## config.mk

```make
export PLATFORM = sky130hd
export DESIGN_NAME = scalar_mem_access_unit
export DESIGN_NICKNAME = d
export VERILOG_FILES = /design/src/rtl/scalar_mem_access_unit.sv
export SDC_FILE = /design/constraint.sdc
export NUM_CORES = 1
export LEC_CHECK = 0
export ABC_AREA = 1
export CORE_ASPECT_RATIO = 0.8
export CORE_UTILIZATION = 50
export CTS_BUF_LIST = sky130_fd_sc_hd__clkbuf_2
export DETAILED_ROUTE_END_ITERATION = 8
export PLACE_DENSITY = 0.91
export SYNTH_ARGS = -nofsm -noshare
export SYNTH_HDL_FRONTEND = slang
export SYNTH_SLANG_ARGS = --single-unit
```

## constraint.sdc

```tcl
create_clock -name i_clk -period 31.2 [get_ports i_clk]
set_input_delay 6.24 -clock i_clk [delete_from_list [all_inputs] [get_ports i_clk]]
set_output_delay 6.24 -clock i_clk [all_outputs]
set_load 0.05 [all_outputs]
```

## src/rtl/scalar_mem_access_unit.sv

```systemverilog
// scalar_mem_access_unit
//   Load/store sequencer in front of a word-addressed scalar data memory with a
//   synchronous read port. Accepts one request at a time (single word or a
//   LANES-word vector), walks consecutive word addresses one per cycle, gathers
//   load data into lanes, and returns a response on a valid/ready handshake.
//   Requests that would touch a word outside 0..MEM_DEPTH-1 are rejected with
//   o_rsp_err and never reach the memory.
//
// Ports
//   i_clk, i_rst       clock, asynchronous active-high reset
//   i_req_valid        request present
//   o_req_ready        unit can accept (high only when idle)
//   i_req_we           1 = store, 0 = load
//   i_req_vec          1 = LANES words, 0 = single word in lane 0
//   i_req_addr         base word address
//   i_req_wdata        store data, lane i at [i*DATA_W +: DATA_W]
//   o_rsp_valid        response present
//   i_rsp_ready        consumer accepts response
//   o_rsp_rdata        gathered load data, same lane packing
//   o_rsp_err          request was out of range, no access made
//   o_mem_we/a/wd      memory write enable, address, write data
//   i_mem_rd           memory read data, valid the cycle after o_mem_a is sampled

module scalar_mem_access_unit #(
  parameter int DATA_W    = 32,
  parameter int ADDR_W    = 32,
  parameter int LANES     = 4,
  parameter int MEM_DEPTH = 256
) (
  input  logic                    i_clk,
  input  logic                    i_rst,
  input  logic                    i_req_valid,
  output logic                    o_req_ready,
  input  logic                    i_req_we,
  input  logic                    i_req_vec,
  input  logic [ADDR_W-1:0]       i_req_addr,
  input  logic [LANES*DATA_W-1:0] i_req_wdata,
  output logic                    o_rsp_valid,
  input  logic                    i_rsp_ready,
  output logic [LANES*DATA_W-1:0] o_rsp_rdata,
  output logic                    o_rsp_err,
  output logic                    o_mem_we,
  output logic [ADDR_W-1:0]       o_mem_a,
  output logic [DATA_W-1:0]       o_mem_wd,
  input  logic [DATA_W-1:0]       i_mem_rd
);

  localparam int IDX_W = (LANES > 1) ? $clog2(LANES) : 1;

  typedef enum logic [1:0] {
    S_IDLE,
    S_ACCESS,
    S_DRAIN,
    S_RESP
  } state_t;

  state_t                        r_state;
  logic                          r_we;
  logic [IDX_W-1:0]              r_last;
  logic [IDX_W-1:0]              r_cnt;
  logic [ADDR_W-1:0]             r_addr;
  logic [LANES-1:0][DATA_W-1:0]  r_wdata;
  logic [LANES-1:0][DATA_W-1:0]  r_rdata;
  logic                          r_req_ready;
  logic                          r_rsp_valid;
  logic                          r_rsp_err;
  logic                          r_mem_we;
  logic [ADDR_W-1:0]             r_mem_a;
  logic [DATA_W-1:0]             r_mem_wd;

  logic                          w_accept;
  logic [IDX_W-1:0]              w_req_last;
  logic [ADDR_W:0]               w_end_addr;
  logic                          w_range_err;
  logic [LANES-1:0][DATA_W-1:0]  w_req_lanes;
  logic [IDX_W-1:0]              w_next_idx;
  logic [IDX_W-1:0]              w_prev_idx;

  assign w_accept    = i_req_valid & r_req_ready;
  assign w_req_last  = i_req_vec ? IDX_W'(LANES - 1) : '0;
  assign w_req_lanes = i_req_wdata;
  assign w_next_idx  = r_cnt + 1'b1;
  assign w_prev_idx  = r_cnt - 1'b1;

  // Last touched address computed one bit wider so a wrap past the top of the
  // address space shows up as the carry bit instead of a small legal address.
  assign w_end_addr  = {1'b0, i_req_addr} + {{(ADDR_W + 1 - IDX_W){1'b0}}, w_req_last};
  assign w_range_err = w_end_addr[ADDR_W] | (w_end_addr >= (ADDR_W + 1)'(MEM_DEPTH));

  // Memory bus and response outputs are driven straight from registers so the
  // memory sees clean, glitch-free address/enable timing.
  // In ACCESS, the read data arriving this cycle belongs to the element issued
  // in the previous cycle (synchronous read), hence the capture into lane cnt-1;
  // DRAIN exists only to pick up the final element of a load.
  always_ff @(posedge i_clk or posedge i_rst) begin
    if (i_rst) begin
      r_state     <= S_IDLE;
      r_we        <= 1'b0;
      r_last      <= '0;
      r_cnt       <= '0;
      r_addr      <= '0;
      r_wdata     <= '0;
      r_rdata     <= '0;
      r_req_ready <= 1'b1;
      r_rsp_valid <= 1'b0;
      r_rsp_err   <= 1'b0;
      r_mem_we    <= 1'b0;
      r_mem_a     <= '0;
      r_mem_wd    <= '0;
    end else begin
      case (r_state)
        S_IDLE: begin
          if (w_accept) begin
            r_req_ready <= 1'b0;
            r_we        <= i_req_we;
            r_last      <= w_req_last;
            r_addr      <= i_req_addr;
            r_wdata     <= w_req_lanes;
            r_rdata     <= '0;
            r_cnt       <= '0;
            if (w_range_err) begin
              r_rsp_err   <= 1'b1;
              r_rsp_valid <= 1'b1;
              r_state     <= S_RESP;
            end else begin
              r_mem_we <= i_req_we;
              r_mem_a  <= i_req_addr;
              r_mem_wd <= i_req_we ? w_req_lanes[0] : '0;
              r_state  <= S_ACCESS;
            end
          end
        end

        S_ACCESS: begin
          if (!r_we && (r_cnt != '0)) begin
            r_rdata[w_prev_idx] <= i_mem_rd;
          end
          if (r_cnt == r_last) begin
            r_mem_we <= 1'b0;
            r_mem_a  <= '0;
            r_mem_wd <= '0;
            if (r_we) begin
              r_rsp_valid <= 1'b1;
              r_state     <= S_RESP;
            end else begin
              r_state <= S_DRAIN;
            end
          end else begin
            r_cnt    <= w_next_idx;
            r_mem_a  <= r_addr + ADDR_W'(w_next_idx);
            r_mem_wd <= r_we ? r_wdata[w_next_idx] : '0;
          end
        end

        S_DRAIN: begin
          r_rdata[r_last] <= i_mem_rd;
          r_rsp_valid     <= 1'b1;
          r_state         <= S_RESP;
        end

        S_RESP: begin
          if (i_rsp_ready) begin
            r_rsp_valid <= 1'b0;
            r_rsp_err   <= 1'b0;
            r_req_ready <= 1'b1;
            r_state     <= S_IDLE;
          end
        end

        default: begin
          r_state <= S_IDLE;
        end
      endcase
    end
  end

  assign o_req_ready = r_req_ready;
  assign o_rsp_valid = r_rsp_valid;
  assign o_rsp_rdata = r_rdata;
  assign o_rsp_err   = r_rsp_err;
  assign o_mem_we    = r_mem_we;
  assign o_mem_a     = r_mem_a;
  assign o_mem_wd    = r_mem_wd;

endmodule
```

==> flow_results.org, run 1 <==
** Hold path
- Hold Crit Start :: o_mem_a[12]
- The worst hold path passes through 2 cells.
- Worst min-delay path category :: reg2reg
- The path with the worst hold slack has its endpoint at o_mem_a[12].

** Floorplan
- Total Die Area :: 0.0354 mm2
- Core ar. :: 0.0339 mm2
- Die outline width :: 210 um
- The initial utilization of the core area, before any placement, comes to 51.1%.
- The floorplan has 60 rows.
- Pin placement for this block handled around 400 I/O pins.
- The die is 168 um tall.

** Finish
- The finished cells cover roughly 0.022 mm2.
- Fraction of layout instances using a drive strength above 1 :: 11.6%
- Filler cell count :: 2600
- Area growth syn-to-layout :: 29.3%
- Area taken by flip-flops and latches :: 0.00906 mm2
- Multi-input logic area :: 0.00678 mm2
- For this run, the post-layout net count is 2547.

** STA
- Slack of the critical path :: 21810 ps
- At the pin with the least slew margin, the transition time is 1160 ps.
- The max-slew violation count was 0.
- The clock arrives with 49.0 ps of skew.
- Final period util :: a little under a third
- The number of hold violations in the final report came to 0.
- Total negative slack for setup checks :: 0 ps
- Setup repair after global routing left no endpoint under its margin.
- Setup violations, final :: 0
- Static timing analysis puts the maximum clock frequency at around 0.11 GHz.
- Final min period :: approximately 9400 ps
- Normalized max-slew margin :: 22.4%

** Power
- Summing internal, switching and leakage power gives roughly 2.2 mW.
- In this run the power density over the cells is 99.5 mW/mm2.
- IR analysis of the VDD net gives a maximum drop of 0.0000916 V.
- Summed over all cells, the static leakage comes to ~10 nW.

** Placement
- Timing analysis after detailed placement gives a worst setup slack of 20940 ps.
- The congestion estimate from routability-driven global placement came to 1.00.
- Port buffering added 393 buffers.
- DP Area :: 0.0216 mm2
- Summed over all nets, the half-perimeter wirelength after detailed placement is 39600 um.

** Synth
- Net count after synthesis :: roughly 2200
- Leading area contributor after synthesis :: dfrtp_1
- After synthesis, the cell types taking the most area are dfrtp_1 52%, nand2_1 7.9%, mux2_2 6.6%.
- In this run the cell area of the synthesized design comes to 0.0173 mm2.
- Post-synthesis share of cell area spent on and, or, nand and nor gates :: 14.6%
- Area share of fa/ha/maj cells after synthesis :: 1.17%
- The number of different library cells used by synthesis comes to 44.
- Syn_area_per_cell :: 8.93 um2
- Multiplexer cells account for 6.57% of the synthesized area.
- Most instantiated library cell after synthesis :: nand2_1
- After synthesis, the largest family of logic cells by area is compound AO/OA/AOI/OAI gates.
- Counting flops with an async set or reset pin after synthesis yields a share of between 90% and 100%.
- Number of enable flip-flop cells after synthesis :: 0
- After synthesis, the largest area contributor takes up 52.2% of total cell area.
- Post-synthesis compound-gate area fraction :: 16.3%
- The share of the Yosys chip area taken by registers is 52.4%.
- For this run, the leading register cell type out of synthesis is dfrtp_1.
- Ranked by instance count, the synthesized netlist is headed by 362 x nand2_1, 361 x dfrtp_1, 281 x inv_1.
- After Yosys synthesis, XOR and XNOR cells account for less than 1% of the synthesized area.
- Synthesis inferred approximately 360 register bits.
- The Yosys step of the flow raised 0 warnings.
- Counting every instance in the synthesized netlist gives roughly 1900.

** Worst setup path
- The worst register-to-register path begins at r_cnt[0].
- Category of the critical setup timing path :: in2reg
- CP startpoint kind :: input port
- Worst-path maximum fanout :: 108
- STA puts the critical path data arrival time at 10190 ps.
- RR Endpoint :: o_mem_a[18]
- STA classifies the critical path endpoint as a flip-flop.
- Setup slack on the worst reg-to-reg path comes out at 26500 ps.
- Data on the critical path is required at its endpoint by 32000 ps.
- Register-to-Register Path Depth :: 19

** Route
- In this run the top signal layer used is met5.
- Antenna Nets Post-Route :: 0
- For this run, design rule violations remaining after detail routing come to 0.
- Wirelength per Cell :: 20.1 um
- In the final routing, the length of wire on met1 measures 23700 um.
- In the detailed route, the total length drawn on met3 is approximately 4900 um.
- Metal2 WL :: 26300 um
- In the routed layout, each cell is associated on average with a via count of around 5.7.
- Routed via count :: 16401
- The detailed router finished its first iteration with 1708 violations.
- Number of iterations in the first detailed-routing pass :: 8
- Aggregate routed wire length :: 57300 um

** Global routing
- Global-route usage over all layers :: 31.9%
- The number of global-route vias before repair was 16078.
- After global routing the overflow that remains totals 0.
- Antenna violations before repair :: 9
- Pin count of the biggest net entering global routing :: 137
- The first global-routing pass estimated between 80000 and 90000 um of wire.

** Clocking
- Number of levels in the clock H-tree :: 3
- Setup Buffers After CTS :: 0
- Post-CTS Hold Buffers :: 0
- After clock tree synthesis, the clock-pin slew on the worst setup and hold paths is 130 ps.
- TritonCTS built the clock tree.
- For the worst-skew pair, the clock arrives at the later sink with an insertion delay of 930 ps.
- Root Buffer Master :: clkbuf_2
- CTS-repair resized insts :: 0
- The clock passes through at most 3 buffers.
- TritonCTS created 88 clock buffers.
- Counting every sink on the clock net gives 362.

** Run
- Max-cap violations in this run came to 0.

** Status
- The flow ran to the end, and the final reports show no timing, DRC or antenna violations.
==> final cells by class <==
class	count	area share (%)
Antenna cell	7	0.0783
Clock buffer	115	2.57
Clock inverter	22	0.806
Inverter	283	4.78
Multi-Input combinational cell	1184	30.3
Sequential cell	362	40.5
Tap cell	465	2.60
Timing Repair Buffer	415	18.3
==> stage by stage <==
step,util [%],std cells,hold WS (ps)
final,66.1,2853,483
after global routing,66.1,2853,506
after CTS,66.0,2846,491
after detailed placement,63.8,2709,458
after global placement,63.8,2709,457
after floorplan,-,1937,457
==> registers in the layout, indices dropped and copies added (netlist names) <==
register / count
o_rsp_rdata: 128
o_mem_we: 1
r_cnt: 2
o_mem_a: 32
r_we: 1
r_last: 1
o_req_ready: 1
r_addr: 32
o_rsp_valid: 1
o_mem_wd: 32
r_wdata: 128
r_state: 2
o_rsp_err: 1
==> critical path, stage by stage <==
cell             delay (ps)
clkdlybuf4s50_1         530
ha_1                    290
fa_1                    420
inv_1                   110
nor2_2                   60
nand3_1                 160
xor2_1                  160
nand2_1                  70
nor2_1                  150
nand2_1                  70
nor2_1                  160
nand3_2                 130
nand2_2                 380
nand2_4                 690
o21ai_0                 470
==> cells in the final DEF (no fill, tap or decap), types with 6 or more instances in the layout <==
cell,count
diode_2,7
nand3_1,68
nor2_2,9
clkdlybuf4s50_1,393
inv_1,279
a22oi_1,6
o32ai_1,90
o21ai_1,41
dfrtp_1,360
nand4_1,13
clkinv_1,15
mux2_2,101
o21ai_0,83
a221oi_1,28
nor2_1,130
clkbuf_2,115
ha_1,13
a21oi_1,124
o22ai_1,49
nand2_1,362
nor3_1,15
buf_4,22
==> per-layer routing <==
layer / vias up / global-route usage [%]
met5: - / 0
met4: 4 / 16.2
met3: 174 / 6.85
met2: 911 / 49.4
met1: 7954 / 42.5
li1: 7358 / -
==> cells by family (layout without fill, tap and decap cells) <==
| family | after synthesis | in the layout |
|---|---|---|
| AOI/OAI and AO/OA | 448 | 448 |
| xor gates and xnor gates | 6 | 6 |
| adders and majority gates | 15 | 15 |
| buffers and inverters | 391 | 835 |
| DFF | 362 | 362 |
| muxes | 101 | 101 |
| other | 0 | 7 |
| and+or+nand+nor | 614 | 614 |
==> how the worst max path moves through the flow <==
| stage | depth (start not counted) | slack [ps] | to | from |
|---|---|---|---|---|
| after detailed placement | 18 | 20940 | o_mem_wd[25] | i_req_vec |
| after global placement | 18 | 21200 | o_mem_wd[26] | i_req_vec |
| after CTS | 18 | 21970 | o_mem_wd[25] | i_req_vec |
| after global routing | 17 | 21560 | o_mem_wd[24] | i_req_vec |
| final | 15 | 21810 | o_mem_wd[25] | i_req_vec |
| after floorplan | 1 | 14910 | o_mem_a[0] | i_rst |
==> report_power, final <==
part	leakage (nW)	internal (mW)	switching [mW]
clock	0.555	0.124	0.194
sequential	4.61	0.646	0.124
combinational	4.86	0.367	0.771
No activity file was read; power rests on OpenSTA's default activity.
==> run 2, diff against run 1 <==
clock period = 9.41 ns   (was 31.2 ns; I/O delays follow)
==> run 2 against run 1 <==
Compared with the run above:
- via count shrank 0.57%
- clock skew increased by 59 ps
- worst hold slack improved by 4.6 ps
- sequential cell count did not move
- routed wire length is 0.34% higher
- critical endpoint is now o_mem_wd[27]
- largest cell class unchanged
- largest power group unchanged
==> flow_results.org, run 2 (synthesized netlist as in run 1, its figures left out) <==
** Hold path
- Worst Hold Path Cells :: 2 (unchanged)
- In this run the worst hold path is classified as reg2reg.

** Floorplan
- Placement Rows :: 60 (unchanged)
- The initial core utilization is 51.1% (unchanged).
- The area of the die was 0.0354 mm2 (unchanged).
- Floorplan die height :: 168 um (unchanged)
- Die outline width :: 210 um (unchanged)
- Core ar. :: 0.0339 mm2 (unchanged)
- Total I/O pin count :: 394 (unchanged)

** Finish
- Multi-input logic area :: 0.00679 mm2 (about the same)
- Area taken by flip-flops and latches :: 0.00906 mm2 (unchanged)
- Filler cell count :: 2616 (+0.62%)
- The final cell count without fillers came to 2868 (+0.53%).
- Cell area after layout :: 0.0224 mm2 (+0.17%)
- Fraction of layout instances using a drive strength above 1 :: 12.1% (+0.54 points)
- The count of nets after finishing is 2547 (unchanged).
- The library cells used most frequently in the layout, excluding fill and tap cells, are 393 x clkdlybuf4s50_1, 362 x nand2_1, 360 x dfrtp_1.
- From synthesis to final layout, the design area changed by 29.5%.
- Leaving out fill and tap cells, the most frequent cell in the layout is clkdlybuf4s50_1.

** Worst setup path
- The data required time of the worst path was 10260 ps (-21740 ps).
- Launch point of the critical path :: i_req_vec
- The data arrival time at the worst-slack endpoint was 5760 ps (-4430 ps).
- The cell depth of the worst flop-to-flop path was 18 (-1).
- Internal reg-to-reg setup slack :: 4940 ps (-21560 ps)
- The worst setup path is launched from an input port.
- Category of the critical setup timing path :: in2reg
- RR Endpoint :: o_mem_a[20]
- The depth of the critical timing path with buffers and inverters included was 19 (+4).
- Buf/Inv on CP :: 3 (+1)
- Dominant delay contributor by cell family on the critical path :: simple AND/OR/NAND/NOR gates
- The longest individual stage delay on the worst path is 700 ps (about the same).
- STA classifies the critical path endpoint as a flip-flop.
- For this design, the slowest cell found on the critical path is nand2_4.
- Capture point of the worst path :: o_mem_wd[27]
- The largest fanout of any net on the critical path came to 108 (unchanged).
- Crit Reg-Reg Startpoint :: r_cnt[0]
- Walking the worst path, the cells encountered are clkdlybuf4s50_1 > ha_1 > fa_1 > inv_1 > nor2_2 > nand2_2 > inv_1 > nand2_1 > nor2_1 > nor2_1 > nand2_1 > nor2_1 > nand2_1 > nor2_1 > nand3_2 > nand2_2 > nand2_4 > nand2_1 > o21ai_0.

** Global routing
- The number of global-route vias before repair is 16217 (+0.86%).
- Pin count of the biggest net entering global routing :: 186 (+36%)
- Total grt overflow :: 0 (unchanged)
- Antenna violations before repair :: 6 (-3)
- The first-pass GRT wire length came to 88300 um (+0.27%).
- The aggregate global-route resource usage is 32.2% (+0.28 points).

** STA
- Actual transition at the worst max-transition pin :: 1120 ps (-40.8 ps)
- Unrepaired setup endpoints after global routing :: false
- Final count of pins violating max slew :: 0 (unchanged)
- The accumulated negative setup slack is 0 ps (unchanged).
- The max-slew headroom at the worst pin was 25.1% (+2.7 points).
- Based on the critical path, the design can be clocked at up to 0.204 GHz.
- Of the available clock period, the critical path in the final layout requires 52.2%.
- The number of hold violations in the final report came to 0 (unchanged).
- Worst setup skew after layout :: 108 ps (+59.2 ps)
- Setup violations, final :: 0 (unchanged)
- Final min period :: ~5000 ps

** Route
- Routed via count :: 16307 (-0.57%)
- Total DRC errors in the routed layout :: 0 (unchanged)
- The mean routed wirelength per cell was 20.0 um (-0.19%).
- Antenna Nets Post-Route :: 0 (unchanged)
- Routed via count divided by cell count :: 5.69 (-1.1%)
- Number of iterations in the first detailed-routing pass :: 8 (unchanged)
- The final wirelength came to 57400 um (+0.34%).
- Number of DRC markers in iteration 0 :: 1745 (+2.2%)

** Clocking
- The clock input transition at the sequential cells of the worst setup and hold paths is 110 ps (-20 ps).
- Number of levels in the clock H-tree :: 3 (unchanged)
- The buffer depth of the longest clock path was 3 (unchanged).
- The number of cells upsized or downsized after cts came to 0 (unchanged).
- Count of clock tree sinks :: 362 (unchanged)
- The total CTS buffers came to 89 (+1.1%).
- The clock latency on the worst-skew pair is 1050 ps (+120 ps).
- Setup Buffers After CTS :: 0 (unchanged)
- Post-CTS Hold Buffers :: 0 (unchanged)
- Clock tree from TritonCTS :: built
- The tree is rooted in a clkbuf_2.

** Power
- The cell leakage power was 10.1 nW (+0.45%).
- Sum of internal, switching and leakage power :: 7.37 mW (+230%)
- Power density relative to cell area :: 329 mW/mm2 (+230%)
- The worst-case vdd ir drop is 0.000287 V (+210%).

** Placement
- Hpwl dp :: 39600 um (about the same)
- # placed instances :: 2708 (-0.037%)
- Routability cong. :: 0.977 (-2.4%)
- The area after detailed placement came to 0.0216 mm2 (about the same).
- The number of port buffers was 393 (unchanged).

** Run
- Max-Cap Viols :: 0 (unchanged)

** Status
- The flow ran to the end, and the final reports show no timing, DRC or antenna violations.
run 2: cell count changes in the layout (fill, tap and decap cells not counted), sizes merged:
cell and delta:
clkbuf +14, diode -2, inv -1, clkinv +7, bufinv -2, buf -1
run 2: metrics by stage:
step	hold WS, ps	utilization [%]	setup slack [ps]
floorplan	457	-	2670
CTS	492	66.1	4590
global route	512	66.2	4240
global placement	456	63.8	3730
detailed placement	465	63.8	3570
finish	487	66.2	4500
run 2: final cells by class:
class                   instances  area share (%)
flip-flops and latches        362            40.4
multi-input cells            1184            30.3
repair buffers                414            18.3
inverters                     283            4.76
clock buffers                 129            2.88
well taps                     465            2.60
clock inverters                26           0.653
diodes                          5          0.0558
run 2: worst register-to-register path: cells and delay by family (launching register included):
family	cells	cell delay, ps
adders and majority gates	2	800
AOI/OAI and AO/OA	1	130
buffers and inverters	6	1620
and+or+nand+nor	9	1480
DFF	1	350
run 2: how the worst min path moves through the flow:
| stage | endpoint | start |
|---|---|---|
| after floorplan | r_addr[0] | r_addr[0] |
| after global placement | o_mem_a[27] | o_mem_a[27] |
| after detailed placement | o_mem_a[19] | o_mem_a[19] |
| after CTS | o_mem_a[19] | o_mem_a[19] |
| after global routing | o_mem_a[19] | o_mem_a[19] |
| final | o_mem_a[5] | o_mem_a[5] |
run 2: metal layers:
metal / share of wire [%] / global-route usage, % / wire, um / vias up
met5: 0.023 / 0 / 13 / -
met4: 3.7 / 14.2 / 2130 / 2
met3: 8.8 / 7.89 / 5040 / 175
met2: 46 / 50.2 / 26600 / 938
met1: 41 / 42.9 / 23700 / 7825
li1: - / - / - / 7367
run 2: power by group:
group	switching [mW]	internal (mW)	total, mW
sequential	0.409	2.14	2.55
combinational	2.55	1.22	3.76
clock	0.662	0.397	1.06
==> RTL edit, RTL diff (flow settings as in run 1) <==
Re-encode `state_t` (4 states) as Gray code, 2 bits wide.
--- a/src/rtl/scalar_mem_access_unit.sv
+++ b/src/rtl/scalar_mem_access_unit.sv
@@ -48,10 +48,10 @@
   localparam int IDX_W = (LANES > 1) ? $clog2(LANES) : 1;
 
   typedef enum logic [1:0] {
-    S_IDLE,
-    S_ACCESS,
-    S_DRAIN,
-    S_RESP
+    S_IDLE   = 2'b00,
+    S_ACCESS = 2'b01,
+    S_DRAIN  = 2'b11,
+    S_RESP   = 2'b10
   } state_t;
 
   state_t                        r_state;
Behaviour: no difference found for any inputs over 4 cycles, from zero or initial values and one cycle with i_rst high; so few cycles prove little.
==> RTL edit against run 1 <==
Sequential share of layout area up 0.42 points; utilization fell by 0.39 points; count of clock-buffer cells in the layout rose by 17; worst setup slack improved by 18 ps; wire length grew 0.79%; area after synthesis fell by 1.0%; global-route usage up 0.91 points; non-clock buffer count decreased by 6; cell area decreased by 1.0%; register-to-register slack worse by 870 ps; sequential cell count did not move; critical endpoint is now o_mem_wd[17].
Power is not compared: it rests on default switching activity, and its combinational part moved more than twofold at a synthesized area within 25%.
==> RTL edit: results (changes against run 1) <==
{| class="wikitable"
! Metric !! Value
|-
| Fraction of the yosys area taken by sequential cells || 0.529 (was 0.524)
|-
| Signal arrival time at the worst endpoint || 10170 ps (was 10190 ps)
|-
| Worst Setup EP || o_mem_wd[17] (was o_mem_wd[25])
|-
| End of the worst register-to-register path || o_mem_a[24] (was o_mem_a[18])
|-
| Wire length of the first global-routing pass || 90100 um (was 88100 um)
|-
| Fraction of the mapped netlist area in compound gates || 0.147 (was 0.163)
|-
| Placed cell count || 2896 (was 2709)
|-
| Non-filler instance count after layout || 3051 (was 2853)
|-
| Vias || 17100 (was 16400)
|-
| Maximum fanout along the worst path || 64 (was 108)
|-
| Final HPWL from detailed placement || 40600 um (was 39600 um)
|-
| Cell types with the highest counts after synthesis || 693 x sky130_fd_sc_hd__nand2_1, 361 x sky130_fd_sc_hd__dfrtp_1, 286 x sky130_fd_sc_hd__o21ai_0, 229 x sky130_fd_sc_hd__inv_1, 155 x sky130_fd_sc_hd__nor2_1 (was 362 x sky130_fd_sc_hd__nand2_1, 361 x sky130_fd_sc_hd__dfrtp_1, 281 x sky130_fd_sc_hd__inv_1, 131 x sky130_fd_sc_hd__nor2_1, 129 x sky130_fd_sc_hd__a21oi_1)
|-
| Uppermost metal layer occupied by signal nets || met4 (was met5)
|-
| Clock skew || 58.2 ps (was 49.0 ps)
|-
| Total global-route track usage || 0.328 (was 0.319)
|-
| Result of the run || completed (unchanged)
|-
| Slew at the pin closest to its max-slew limit || 1270 ps (was 1160 ps)
|-
| Count of cells along the worst register-to-register path || 15 (was 19)
|-
| Met3 wire len || 5890 um (was 4870 um)
|-
| Post-Syn Nets || 2376 (was 2150)
|-
| Post-synthesis share of cell area spent on xor and xnor gates || 0.00153 (was 0.00304)
|-
| Count of mapped cells out of synthesis || 2167 (was 1937)
|-
| Mux contribution to synthesized area || 0 (was 0.0657)
|-
| Ratio of cells with drive above 1 in the final layout || 0.0742 (was 0.116)
|-
| Largest stage delay on the critical path || 760 ps (was 690 ps)
|-
| Cells taking the most area after synthesis || sky130_fd_sc_hd__dfrtp_1 53%, sky130_fd_sc_hd__nand2_1 15%, sky130_fd_sc_hd__o21ai_0 8.4% (was sky130_fd_sc_hd__dfrtp_1 52%, sky130_fd_sc_hd__nand2_1 7.9%, sky130_fd_sc_hd__mux2_2 6.6%)
|}
-- RTL edit: changes by cell type in the layout (fill, tap and decap cells not counted), moves of 53 or more --
cell and change:
sky130_fd_sc_hd__o21ai_0 +202, sky130_fd_sc_hd__mux2_2 -101, sky130_fd_sc_hd__o32ai_1 -80, sky130_fd_sc_hd__nand2_1 +330
sky130_fd_sc_hd__inv_1 -53, sky130_fd_sc_hd__a21oi_1 -84
-- RTL edit: logic make-up (layout without fill, tap and decap cells) --
group           after synthesis  in the layout
simple gates                982            982
compound gates              459            459
flops                       362            362
buf+inv                     350            798
fa+ha+maj                    11             11
xor+xnor                      3              3
other cells                   0              2
-- RTL edit: final cells by class --
type,instances,share of cell area
flip-flops and latches,362,0.409
multi-input cells,1455,0.305
repair buffers,409,0.183
inverters,236,0.0405
clock buffers,132,0.0298
well taps,434,0.0245
clock inverters,21,0.00774
diodes,2,0.000226
